**config.mk**
```make
export PLATFORM = sky130hd
export DESIGN_NAME = quad_sample_collector_flat
export DESIGN_NICKNAME = d
export VERILOG_FILES = /design/src/rtl/quad_sample_collector_if.sv /design/src/rtl/quad_sample_collector.sv /design/src/flat_wrapper.sv
export SDC_FILE = /design/constraint.sdc
export NUM_CORES = 1
export LEC_CHECK = 0
export CAP_MARGIN = 30
export CORE_ASPECT_RATIO = 1.75
export CORE_MARGIN = 5
export CORE_UTILIZATION = 30
export CTS_CLUSTER_DIAMETER = 200
export DETAILED_ROUTE_END_ITERATION = 8
export PLACE_DENSITY = 0.64
export SLEW_MARGIN = 30
export SYNTH_ARGS = -nofsm -noshare
export SYNTH_HDL_FRONTEND = slang
export SYNTH_SLANG_ARGS = --single-unit
```
**constraint.sdc**
```tcl
create_clock -name clk -period 3.55 [get_ports clk]
set_input_delay 0.71 -clock clk [delete_from_list [all_inputs] [get_ports clk]]
set_output_delay 0.71 -clock clk [all_outputs]
set_load 0.02 [all_outputs]
```
**src/rtl/quad_sample_collector_if.sv**
```systemverilog
// Sample stream into the quad collector: valid/ready handshake with the
// sample word, plus the downstream stall and the group-discard controls.
interface quad_sample_collector_if #(
  parameter int DATA_W = 13
);
  logic              s_valid;
  logic              s_ready;
  logic [DATA_W-1:0] s_data;
  logic              hold;
  logic              flush;

  // Sample source: drives the beat and the stall/flush controls, sees ready.
  modport master (
    output s_valid,
    output s_data,
    output hold,
    output flush,
    input  s_ready
  );

  // Collector side: consumes beats and reports whether it can take one.
  modport slave (
    input  s_valid,
    input  s_data,
    input  hold,
    input  flush,
    output s_ready
  );
endinterface

```
**src/rtl/quad_sample_collector.sv**
```systemverilog
// Packs a serial stream of samples into groups of four that feed the 4-input
// pipelined adder. It also produces a group strobe and a sum_valid pulse.
// The sum_valid pulse is delayed so that it lands in the cycle where the
// adder output holds that group's sum.
module quad_sample_collector #(
  parameter int DATA_W        = 13,
  parameter int ADDER_LATENCY = 2,
  parameter int CNT_W         = 8
) (
  input  logic                  clk,
  input  logic                  rst_n,
  quad_sample_collector_if.slave s,
  output logic [DATA_W-1:0]     in1,
  output logic [DATA_W-1:0]     in2,
  output logic [DATA_W-1:0]     in3,
  output logic [DATA_W-1:0]     in4,
  output logic                  grp_strobe,
  output logic                  sum_valid,
  output logic [2:0]            fill_level,
  output logic [CNT_W-1:0]      grp_count
);

  // Number of samples collected so far in the current partial group.
  typedef enum logic [1:0] {
    S0 = 2'd0,
    S1 = 2'd1,
    S2 = 2'd2,
    S3 = 2'd3
  } state_t;

  state_t                   state;
  logic [DATA_W-1:0]        shadow0;
  logic [DATA_W-1:0]        shadow1;
  logic [DATA_W-1:0]        shadow2;
  logic [ADDER_LATENCY-1:0] strobe_pipe;
  logic                     accept;

  // Ready never looks at s_valid, which keeps the handshake free of
  // combinational loops. It is forced low while reset is asserted.
  assign s.s_ready = rst_n & ~s.hold & ~s.flush;
  assign accept    = s.s_valid & s.s_ready;

  // The state encoding is the sample count, so fill level comes straight from the state register.
  assign fill_level = {1'b0, state};

  // The last stage of the delay chain is the registered sum_valid.
  assign sum_valid = strobe_pipe[ADDER_LATENCY-1];

  // Collection FSM: fills the shadow registers, then on the fourth beat
  // loads all four adder operands at the same edge.
  always_ff @(posedge clk or negedge rst_n) begin
    if (!rst_n) begin
      // NOTE: the shadow words are only three registers, not a RAM, so they
      // get a reset value along with everything else; a real memory array
      // would be left unreset.
      state      <= S0;
      shadow0    <= '0;
      shadow1    <= '0;
      shadow2    <= '0;
      in1        <= '0;
      in2        <= '0;
      in3        <= '0;
      in4        <= '0;
      grp_strobe <= 1'b0;
      grp_count  <= '0;
    end else begin
      // NOTE: all state uses non-blocking assignments. Every right-hand side
      // then sees the pre-edge value; for example, in4 takes s_data in the
      // same edge in which the state returns to S0.
      grp_strobe <= 1'b0;
      if (s.flush) begin
        state <= S0;
      end else if (accept) begin
        case (state)
          S0: begin
            shadow0 <= s.s_data;
            state   <= S1;
          end
          S1: begin
            shadow1 <= s.s_data;
            state   <= S2;
          end
          S2: begin
            shadow2 <= s.s_data;
            state   <= S3;
          end
          S3: begin
            in1        <= shadow0;
            in2        <= shadow1;
            in3        <= shadow2;
            in4        <= s.s_data;
            grp_strobe <= 1'b1;
            grp_count  <= grp_count + 1'b1;
            state      <= S0;
          end
          default: state <= S0;
        endcase
      end
    end
  end

  // Delay chain for grp_strobe. It matches the adder latency, keeps shifting
  // through hold and flush, and is cleared only by reset.
  always_ff @(posedge clk or negedge rst_n) begin
    if (!rst_n) begin
      strobe_pipe <= '0;
    end else begin
      strobe_pipe[0] <= grp_strobe;
      for (int i = 1; i < ADDER_LATENCY; i++) begin
        strobe_pipe[i] <= strobe_pipe[i-1];
      end
    end
  end

endmodule

```
**src/flat_wrapper.sv**
```systemverilog
// flat-port wrapper written by rule: the top's interface ports become plain ports
module quad_sample_collector_flat 
#(
  parameter int DATA_W        = 13,
  parameter int ADDER_LATENCY = 2,
  parameter int CNT_W         = 8
)
  (clk, rst_n, in1, in2, in3, in4, grp_strobe, sum_valid, fill_level, grp_count, s_s_valid, s_s_data, s_hold, s_flush, s_s_ready);
  quad_sample_collector_if #(.DATA_W(DATA_W)) s_i ();
  input  logic clk;
  input  logic rst_n;
  output logic [DATA_W-1:0] in1;
  output logic [DATA_W-1:0] in2;
  output logic [DATA_W-1:0] in3;
  output logic [DATA_W-1:0] in4;
  output logic grp_strobe;
  output logic sum_valid;
  output logic [2:0] fill_level;
  output logic [CNT_W-1:0] grp_count;
  input wire logic [$bits(s_i.s_valid)-1:0] s_s_valid;
  input wire logic [$bits(s_i.s_data)-1:0] s_s_data;
  input wire logic [$bits(s_i.hold)-1:0] s_hold;
  input wire logic [$bits(s_i.flush)-1:0] s_flush;
  output wire logic [$bits(s_i.s_ready)-1:0] s_s_ready;
  assign s_i.s_valid = s_s_valid;
  assign s_i.s_data = s_s_data;
  assign s_i.hold = s_hold;
  assign s_i.flush = s_flush;
  assign s_s_ready = s_i.s_ready;
  quad_sample_collector #(.DATA_W(DATA_W), .ADDER_LATENCY(ADDER_LATENCY), .CNT_W(CNT_W)) u_core (.clk(clk), .rst_n(rst_n), .s(s_i), .in1(in1), .in2(in2), .in3(in3), .in4(in4), .grp_strobe(grp_strobe), .sum_valid(sum_valid), .fill_level(fill_level), .grp_count(grp_count));
endmodule
```
# Word-level counts from Yosys, hierarchy flattened

Index checks and enable logic that the tools add are counted.

Bits in registers: 104
Logic and storage cells: 32
Bits of input ports: 18
Output and inout bits: 66

Equal/unequal tests: 3
Add/subtract/negate cells: 1
Reductions and logical operators: 6
Bitwise logic cells: 5
Multiplexer cells: 6

Operators by type and width:

| kind                                          | number |
|---|---|
| AND reduction 3 bit                           | 4 |
| adder 8 x 1 -> 8 bit, second input constant   | 1 |
| case mux 2 bit (4 select lines)               | 1 |
| == test 2 bit, second input constant          | 2 |
| two-way mux 2 bit                             | 2 |
| bitwise AND 1 bit                             | 3 |
| two-way mux 1 bit                             | 3 |
| == test 2 x 1 -> 1 bit, second input constant | 1 |
| zero test 2 bit                               | 1 |
| inverter 1 bit                                | 2 |
| nonzero test 2 bit                            | 1 |

# Logic depth before layout (Yosys ltp)

Gate-level depths: netlist of run 1.

Depth after elaboration: 6
Depth in mapped cells: 5
Depth with buffers taken out: 4

# Worst setup path after synthesis of run 1

Ideal clock, no wire load.

Path kind: in2out
From: in s_flush
To: out s_s_ready
Arrival: 1.237 ns
Path slack: 1.603 ns
Path buffers: 0
Stages on the path: 1
Required time: 2.840 ns
Cell sequence: nor3b_1

Cells in the longest elaborated chain, start to end: 2

RTL lines:

| element                  | line                        | RTL |
|---|---|---|
| from (decl)              | flat_wrapper.sv:23          | `input wire logic [$bits(s_i.flush)-1:0] s_flush;` |
| inverter 1 bit (no line) | n/a                         |  |
| bitwise AND 1 bit        | quad_sample_collector.sv:40 | `assign s.s_ready = rst_n & ~s.hold & ~s.flush;` |
| to (decl)                | flat_wrapper.sv:24          | `output wire logic [$bits(s_i.s_ready)-1:0] s_s_ready;` |

No other way between the ends.

# Final worst setup path of run 1

Same ends and word-level chain as after synthesis.

==> summary.txt, run 1 <==
STA
  • Count of final max-slew check failures: 0
  • Hold slack: 0.350 ns
  • Min cycle time layout: 2.74 ns
  • Max-Slew Margin vs Limit: 43.7%
  • Slew @ Worst Pin: 0.842 ns
  • Final TNS setup: 0 ns
  • RSZ-0062 raised after global routing: no
  • Hold Vio Cnt, Final: 0
  • Fmax: 366 MHz
  • Clock skew: 0.00722 ns
  • Period utilization: 77.0%
  • Final setup viols: 0

Final layout
  • Non-filler cells in the finished layout: 505
  • Fillers: 1199
  • Final nets: 353
  • # diodes: 0
  • Layout cell share with drive strength beyond 1: 33.2%
  • Core Util, Final: 40.3%
  • Area growth syn-to-layout: 31.7%
  • Final Cell Area: 5240 µm²

Status
  • Status: finished, final reports clean

Detailed routing
  • DRT Wirelength: 7.99 mm
  • Initial DRC Count: 42
  • DR vias: 2247
  • Routed len/inst: 15.8 µm
  • Via density per instance: 4.45
  • DRC: 0
  • Pre-Repair DR Iteration Count: 3
  • Post-route ant nets: 0

Logic synthesis
  • Post-synth EDFFs: 0
  • Area leader, netlist: dfrtp_1
  • Async set-or-reset flop fraction in the synthesized netlist: 100%
  • Syn Nets: 268
  • Netlist cell types: 18
  • FF+latch count, synth: 104
  • Most common flop cell mapped by yosys: dfrtp_1
  • Mapped Avg Cell Area: 16.3 µm²
  • Synth Instances: 244
  • Synth top area cells: dfrtp_1 (65%), mux2_2 (26%), ha_1 (1.9%), xnor2_1 (1.5%), buf_2 (1.1%)
  • Synthesized cell area: 3980 µm²
  • Share of the synthesized area in the top cell type: 65.5%
  • Syn. warnings: 0
  • Register area share after synthesis: 65.5%

Setup path
  • WS Path Type: in -> out
  • Worst Setup End Kind: primary output
  • Worst-path fanout max: 4
  • CP Launch Type: input pin
  • CP Data Arrival Time: 2.03 ns
  • CP max-delay cell: clkdlybuf4s50_1
  • Most used cell, CP: clkdlybuf4s50_1
  • Req. time, crit path: 2.84 ns
  • CP top delay family: buffers and inverters
  • Cell Chain, Critical Path: clkdlybuf4s50_1 -> nor3b_1 -> clkdlybuf4s50_1
  • Critical Path Max Stage Delay: 0.63 ns
  • CP bufs+invs: 2

Power and ir drop
  • Pwr dens: 444 nW/µm²
  • P_leak: 0.00251 µW
  • Maximum VDD drop: 0.220 mV

Global route
  • Initial antenna violation count: 0
  • First-pass GRT wire length: 13.3 mm
  • Number of global-route vias before repair: 2543
  • Remaining global-route overflow: 0
  • Pin count of the biggest net entering global routing: 57
  • Total Routing Usage GR: 10.7%

Die
  • Core Box Area: 13000 µm²
  • Die height: 162 µm
  • Row count: 55
  • Die W: 97.0 µm
  • Die Area: 15700 µm²
  • IO Count: 84
  • Initial core utilization: 30.6%

CTS
  • CTS Sinks: 104
  • Post-CTS setup buffers: 0
  • CTS buffer count: 9
  • Cts hold-fix bufs: 0
  • Clk slew on worst S/H paths: 0.07 ns
  • Clock Latency Late Sink: 0.34 ns
  • CTS tree: yes
  • Clock buffer depth: 2
  • H-tree Lvls: 3
  • Post_cts resized: 0
  • Root Driver: clkbuf_16

Min path
  • Worst Hold Class: reg -> reg

Place
  • Placed cell area: 4970 µm²
  • Placed Cells: 489
  • GPL Wtd Cong: 0.728
  • Dpl hpwl: 5.50 mm
  • Number of port buffers: 82

Flow run
  • Max_cap viols: 0
metrics by stage:
step,total power [µW],setup WS (ns)
after floorplan,1380,1.60
after global placement,1450,0.761
after detailed placement,1460,0.718
after CTS,2370,0.833
after global routing,2430,0.746
final,2330,0.815
cells in the mapped netlist, types with 2 or more instances:
library cell	n
dfrtp_1	104
o31ai_1	2
mux2_2	92
nand3_1	5
inv_1	3
and3_1	4
ha_1	6
xnor2_1	7
buf_2	9
nand2_1	4
power by group:
group | switching (µW) | internal, µW
Sequential | 34.1 | 1260
Clock | 421 | 475
Combinational | 61.2 | 78.7
Total | 516 | 1810
final timing paths:
path	cells past startpoint	to	start	slack, ns
max in group asynchronous	2	u_core.shadow2[7]	rst_n	2.54
min	0	u_core.strobe_pipe[1]	u_core.strobe_pipe[0]	0.35
min reg2reg	0	u_core.strobe_pipe[1]	u_core.strobe_pipe[0]	0.35
max	3	s_s_ready	s_flush	0.81
min in group asynchronous	2	u_core.state[1]	rst_n	0.50
max reg2reg	4	u_core.shadow0[7]	u_core.state[0]	1.66
cells in the final DEF, fill, tap and decap left out, drive strengths merged:
cell type / count
nand3: 5
nor3b: 1
mux2: 92
ha: 6
nand2: 5
buf: 3
clkbuf: 11
clkinv: 3
clkdlybuf4s50: 81
dfrtp: 104
and4bb: 1
conb: 1
clkinvlp: 2
and3: 4
nand4: 1
xnor2: 7
and2: 1
o21ai: 1
inv: 3
o31ai: 2
registers in the layout (all words and copies together) (netlist names), 8 cells and up:
| signal | cells |
|---|---|
| u_core.shadow2 | 13 |
| u_core.shadow0 | 13 |
| u_core.in2 | 13 |
| u_core.in1 | 13 |
| u_core.in4 | 13 |
| u_core.grp_count | 8 |
| u_core.in3 | 13 |
| u_core.shadow1 | 13 |
metal layers:
layer | wire [µm] | GRT usage [%] | vias to the layer above
li1 | - | - | 1021
met1 | 3250 | 11.6 | 1167
met2 | 4280 | 19.3 | 50
met3 | 322 | 2.79 | 9
met4 | 148 | 4.79 | 0
met5 | 0 | 0 | -
logic make-up (layout without fill, tap and decap cells):
kind of cell	Yosys count	in the layout	synth area share (%)
mux	92	92	26.1
buf+inv	13	103	1.61
flops	104	104	65.5
simple gates	18	18	2.83
xor+xnor	7	7	1.54
compound gates	3	3	0.503
fa+ha+maj	6	6	1.89
other cells	1	1	0.0943
area by class of cell:
| type | instances | area [µm²] | share of cell area, % |
|---|---|---|---|
| well taps | 171 | 214 | 4.09 |
| clock buffers | 11 | 233 | 4.44 |
| flip-flops and latches | 104 | 2600 | 49.7 |
| clock inverters | 5 | 33.8 | 0.645 |
| inverters | 3 | 11.3 | 0.215 |
| repair buffers | 84 | 833 | 15.9 |
| multi-input cells | 127 | 1310 | 25.0 |
No activity file was read; power rests on OpenSTA's default activity.
==> run 2, diff against run 1 <==
- PLACE_DENSITY: 0.64 -> 0.66
- clock period: 3.55 -> 2.2 ns (I/O delays scaled with it)
==> run 2 against run 1 <==
Effect of this change: cell count is 1.2% higher; clock power up 93%; total power rose by 73%; worst hold slack got worse by 0.15 ns; flip-flop and latch count unchanged; critical path depth unchanged; first-iteration DRC count up 69%; global-route usage is 0.10 points higher; critical endpoint unchanged; largest power group unchanged.
==> summary.txt, run 2 (synthesis results as in run 1) <==
Final layout
  • Non-filler cells in the finished layout: 511 (was 505)
  • Layout cell share with drive strength beyond 1: 35.0% (was 33.2%)
  • Commonest non-fill, non-tap cell in the layout: dfrtp_1 (unchanged)
  • Area growth syn-to-layout: 36.5% (was 31.7%)
  • # diodes: 0 (unchanged)
  • Final nets: 360 (was 353)
  • Most frequent cells in the layout: dfrtp_1 (104), mux2_2 (92), clkdlybuf4s50_1 (80) (was dfrtp_1 (104), mux2_2 (92), clkdlybuf4s50_1 (81))

Setup path
  • Worst-path fanout max: 3 (was 4)
  • CP Launch Type: input pin (unchanged)
  • CP Data Arrival Time: 1.47 ns (was 2.03 ns)
  • WS Path Type: in -> out (unchanged)
  • Worst Setup End Kind: primary output (unchanged)
  • Req. time, crit path: 1.76 ns (was 2.84 ns)

Die
  • Core Box Area: 13000 µm² (unchanged)
  • Row count: 55 (unchanged)
  • Die Area: 15700 µm² (unchanged)
  • IO Count: 84 (unchanged)
  • Initial core utilization: 30.6% (unchanged)
  • Die W: 97.0 µm (unchanged)
  • Die height: 162 µm (unchanged)

Place
  • Placed Cells: 496 (was 489)
  • GPL Wtd Cong: 0.668 (was 0.728)
  • Place WS: -0.0142 ns (was 0.718 ns)
  • Dpl hpwl: 5.57 mm (was 5.50 mm)
  • Number of port buffers: 82 (unchanged)

Global route
  • First-pass GRT wire length: 13.6 mm (was 13.3 mm)
  • Number of global-route vias before repair: 2572 (was 2543)
  • Remaining global-route overflow: 0 (unchanged)
  • Pin count of the biggest net entering global routing: 63 (was 57)
  • Total Routing Usage GR: 10.8% (was 10.7%)
  • Initial antenna violation count: 0 (unchanged)

STA
  • Fmax: 523 MHz
  • Final TNS setup: 0 ns (unchanged)
  • Max-Slew Margin vs Limit: 47.1% (was 43.7%)
  • RSZ-0062 raised after global routing: no (unchanged)
  • Count of final max-slew check failures: 0 (unchanged)
  • Min cycle time layout: 1.91 ns
  • Hold slack: 0.202 ns (was 0.350 ns)
  • Hold Vio Cnt, Final: 0 (unchanged)
  • Clock skew: 0.00736 ns (was 0.00722 ns)
  • Final setup viols: 0 (unchanged)
  • Slew @ Worst Pin: 0.794 ns (was 0.842 ns)
  • Final worst slack: 0.290 ns (was 0.815 ns)
  • Period utilization: 86.8%

Detailed routing
  • DRC: 0 (unchanged)
  • Pre-Repair DR Iteration Count: 4 (was 3)
  • Routed len/inst: 15.8 µm (about the same)
  • DRT Wirelength: 8.08 mm (was 7.99 mm)
  • DR vias: 2283 (was 2247)
  • Initial DRC Count: 71 (was 42)
  • Post-route ant nets: 0 (unchanged)
  • Via density per instance: 4.47 (was 4.45)

CTS
  • Root Driver: clkbuf_16 (unchanged)
  • CTS buffer count: 9 (unchanged)
  • CTS Sinks: 104 (unchanged)
  • Clk slew on worst S/H paths: 0.07 ns (about the same)
  • Post-CTS setup buffers: 0 (unchanged)
  • CTS tree: yes (unchanged)
  • Clock buffer depth: 2 (unchanged)
  • H-tree Lvls: 3 (unchanged)
  • Clock Latency Late Sink: 0.33 ns (was 0.34 ns)
  • Cts hold-fix bufs: 0 (unchanged)

Status
  • Status: finished, final reports clean (unchanged)

Power and ir drop
  • Pwr dens: 743 nW/µm² (was 444 nW/µm²)
  • P_leak: 0.00262 µW (was 0.00251 µW)
  • Maximum VDD drop: 0.359 mV (was 0.220 mV)

Flow run
  • Max_cap viols: 0 (unchanged)

Min path
  • Worst Hold Class: in -> async (was reg -> reg)
[run 2: cell types whose count changed in the layout (fill, tap and decap cells not counted), sizes merged]
cell / change
buf: +7
bufinv: +2
clkdlybuf4s50: -1
clkinv: -1
clkinvlp: -2
dlygate4sd2: +1
[run 2: worst max-delay path, cell delays in order]
cell             delay [ns]
clkdlybuf4s50_1        0.44
nor3b_1                0.22
dlygate4sd2_1          0.36
[run 2: final cells by class]
| class | count | area [µm²] |
|---|---|---|
| Clock buffer | 11 | 253 |
| Clock inverter | 4 | 77.6 |
| Fill cell | 1191 | 7580 |
| Inverter | 3 | 11.3 |
| Multi-Input combinational cell | 127 | 1310 |
| Sequential cell | 104 | 2600 |
| Tap cell | 171 | 214 |
| Timing Repair Buffer | 91 | 960 |
[run 2: layer usage]
metal / vias up / routed length (µm) / global-route usage, %
met5: - / 0 / 0
met4: 0 / 127 / 4.03
met3: 9 / 375 / 3.01
met2: 56 / 4190 / 18.5
met1: 1188 / 3390 / 12.9
li1: 1030 / - / -
[run 2: path summary, 6_finish.rpt]
| check | start | to | slack (ns) | cells after the start |
|---|---|---|---|---|
| worst max-delay path | s_flush | s_s_ready | 0.29 | 3 |
| worst min-delay path | rst_n | u_core.shadow0[0] | 0.20 | 2 |
| worst max register to register | u_core.state[0] | u_core.in1[3] | 0.70 | 4 |
| worst min register to register | u_core.strobe_pipe[0] | u_core.strobe_pipe[1] | 0.36 | 0 |
| max in group asynchronous | rst_n | u_core.shadow0[12] | 0.79 | 3 |
| min in group clk | u_core.strobe_pipe[0] | u_core.strobe_pipe[1] | 0.36 | 0 |
[run 2: per-stage QoR]
stage	util [%]	power (µW)	cell area (µm²)
after CTS	41.7	4110	5430
after detailed placement	39.2	2350	5100
after floorplan	-	2220	3980
after global placement	39.2	2340	5100
final	41.7	4030	5430
after global routing	41.7	4220	5430
[run 2: timing repair]
item                                    in CTS  in global routing
resized for setup                            1                  0
endpoints found under the setup margin       1                  0
hold endpoints to repair                     0                  0
[run 2: power breakdown]
group | switching (µW) | internal [µW] | total [µW] | leakage (µW)
sequential | 52.5 | 2030 | 2080 | 0.00142
combinational | 99.6 | 130 | 229 | 0.00104
clock | 669 | 1060 | 1730 | 0.000162
==> run 3, diff against run 2 <==
- MAX_ROUTING_LAYER: unset -> met4
==> run 3 against run 2 <==
Effect of this change: global-route usage grew 0.35 points; die area is the same; critical path depth is the same; critical endpoint unchanged; via count shrank 0.44%; register-to-register slack is essentially flat; clock-buffer cell count is the same; sequential share of layout area is the same; flip-flop and latch count is the same; clock power is essentially flat.
==> summary.txt, run 3 (synthesis results as in run 1) <==
Setup path
  • CP Launch Type: input pin (unchanged)
  • Cells on worst reg2reg path: 4 (unchanged)
  • Req. time, crit path: 1.76 ns (about the same)
  • WS Path Type: in -> out (unchanged)
  • Worst Setup End Kind: primary output (unchanged)
  • CP startpoint: s_flush (unchanged)
  • RR Startpoint: u_core.state[0] (unchanged)
  • CP Data Arrival Time: 1.47 ns (about the same)
  • Worst-path fanout max: 3 (unchanged)

Place
  • GPL Wtd Cong: 0.674 (was 0.668)
  • Placed cell area: 5100 µm² (unchanged)
  • Dpl hpwl: 5.57 mm (unchanged)
  • Number of port buffers: 82 (unchanged)

Die
  • Die W: 97.0 µm (unchanged)
  • Initial core utilization: 30.6% (unchanged)
  • Core Box Area: 13000 µm² (unchanged)
  • Die Area: 15700 µm² (unchanged)
  • Row count: 55 (unchanged)
  • IO Count: 84 (unchanged)
  • Die height: 162 µm (unchanged)

Global route
  • Remaining global-route overflow: 0 (unchanged)
  • Pin count of the biggest net entering global routing: 63 (unchanged)
  • Total Routing Usage GR: 11.1% (was 10.8%)
  • First-pass GRT wire length: 13.6 mm (about the same)
  • Initial antenna violation count: 0 (unchanged)
  • Number of global-route vias before repair: 2573 (was 2572)

CTS
  • Root Driver: clkbuf_16 (unchanged)
  • H-tree Lvls: 3 (unchanged)
  • CTS tree: yes (unchanged)
  • Clk slew on worst S/H paths: 0.07 ns (about the same)
  • CTS Sinks: 104 (unchanged)
  • Clock Latency Late Sink: 0.33 ns (about the same)
  • Clock buffer depth: 2 (unchanged)
  • CTS buffer count: 9 (unchanged)
  • Cts hold-fix bufs: 0 (unchanged)

Detailed routing
  • DR vias: 2273 (was 2283)
  • Pre-Repair DR Iteration Count: 4 (unchanged)
  • DRT Wirelength: 8.07 mm (was 8.08 mm)
  • Routed len/inst: 15.8 µm (about the same)
  • Post-route ant nets: 0 (unchanged)
  • DRC: 0 (unchanged)
  • Via density per instance: 4.45 (was 4.47)
  • Initial DRC Count: 61 (was 71)

STA
  • Hold slack: 0.201 ns (was 0.202 ns)
  • Period utilization: 86.8% (unchanged)
  • Hold Vio Cnt, Final: 0 (unchanged)
  • Count of final max-slew check failures: 0 (unchanged)
  • Slew @ Worst Pin: 0.792 ns (was 0.794 ns)
  • Final setup viols: 0 (unchanged)
  • Clock skew: 0.00743 ns (was 0.00736 ns)
  • RSZ-0062 raised after global routing: no (unchanged)
  • Min cycle time layout: 1.91 ns (unchanged)
  • Max-Slew Margin vs Limit: 47.2% (was 47.1%)
  • Fmax: 523 MHz (unchanged)
  • Final TNS setup: 0 ns (unchanged)

Power and ir drop
  • Internal: 3210 µW (about the same)
  • Maximum VDD drop: 0.360 mV (was 0.359 mV)
  • Sw Share: 20.4% (about the same)
  • Comb pwr share: 5.7% (about the same)
  • P_leak: 0.00262 µW (unchanged)
  • Psw: 821 µW (about the same)
  • Clock power share: 42.8% (about the same)
  • Share of power burned in registers: 51.5% (about the same)
  • Pwr dens: 743 nW/µm² (about the same)

Final layout
  • Area growth syn-to-layout: 36.5% (unchanged)
  • Commonest non-fill, non-tap cell in the layout: dfrtp_1 (unchanged)
  • Fillers: 1191 (unchanged)
  • FF/Latch Area: 2600 µm² (unchanged)
  • Most frequent cells in the layout: dfrtp_1 (104), mux2_2 (92), clkdlybuf4s50_1 (80) (unchanged)
  • Multi-input gate area: 1310 µm² (unchanged)
  • Layout cell share with drive strength beyond 1: 35.0% (unchanged)
  • # diodes: 0 (unchanged)
  • Core Util, Final: 41.7% (unchanged)
  • Final nets: 360 (unchanged)
  • Final Cell Area: 5430 µm² (unchanged)

Flow run
  • Max_cap viols: 0 (unchanged)

Min path
  • Worst Hold Class: in -> async (unchanged)

Status
  • Status: finished, final reports clean (unchanged)
==> run 3: worst max-delay path: stages <==
cell and delay (ns):
clkdlybuf4s50_1 0.44, nor3b_1 0.22, dlygate4sd2_1 0.36
==> run 3: final timing paths <==
check                           slack [ns]                    end
worst max-delay path                  0.29              s_s_ready
worst min-delay path                  0.20      u_core.shadow0[0]
worst max register to register        0.70          u_core.in4[0]
worst min register to register        0.36  u_core.strobe_pipe[1]
max in group asynchronous             0.79     u_core.shadow0[12]
min in group clk                      0.36  u_core.strobe_pipe[1]
==> run 3: routing by layer <==
layer | wire (µm) | global-route usage [%]
met3 | 322 | 2.92
met2 | 4200 | 18.4
met1 | 3420 | 13.0
met5 | 0 | -
met4 | 120 | 4.03
==> run 3: through the flow <==
| stage | power (µW) | setup slack (ns) | cells |
|---|---|---|---|
| 2_1_floorplan | 2220 | 0.590 | 244 |
| 3_3_place_gp | 2340 | 0.0501 | 496 |
| 3_5_place_dp | 2350 | -0.0142 | 496 |
| 4_1_cts | 4110 | 0.273 | 511 |
| 5_1_grt | 4220 | 0.218 | 511 |
| 6_report | 4030 | 0.290 | 511 |
==> run 3: power by group through the flow <==
stage               clock network, µW  registers [µW]  logic (µW)
finish                           1730            2080         230
global route                     1870            2090         257
CTS                              1800            2080         237
detailed placement                  0            2110         237
global placement                    0            2110         228
floorplan                           0            2100         117
==> run 3: cell type report <==
| type | instances | share of cell area, % |
|---|---|---|
| flip-flops and latches | 104 | 48.0 |
| repair buffers | 91 | 17.7 |
| clock buffers | 11 | 4.66 |
| inverters | 3 | 0.208 |
| clock inverters | 4 | 1.43 |
| multi-input cells | 127 | 24.1 |
| well taps | 171 | 3.94 |
==> run 3: repair_timing <==
item | CTS | global route
endpoints found under the setup margin | 1 | 0
resized for setup | 1 | 0
setup buffers | 0 | 0
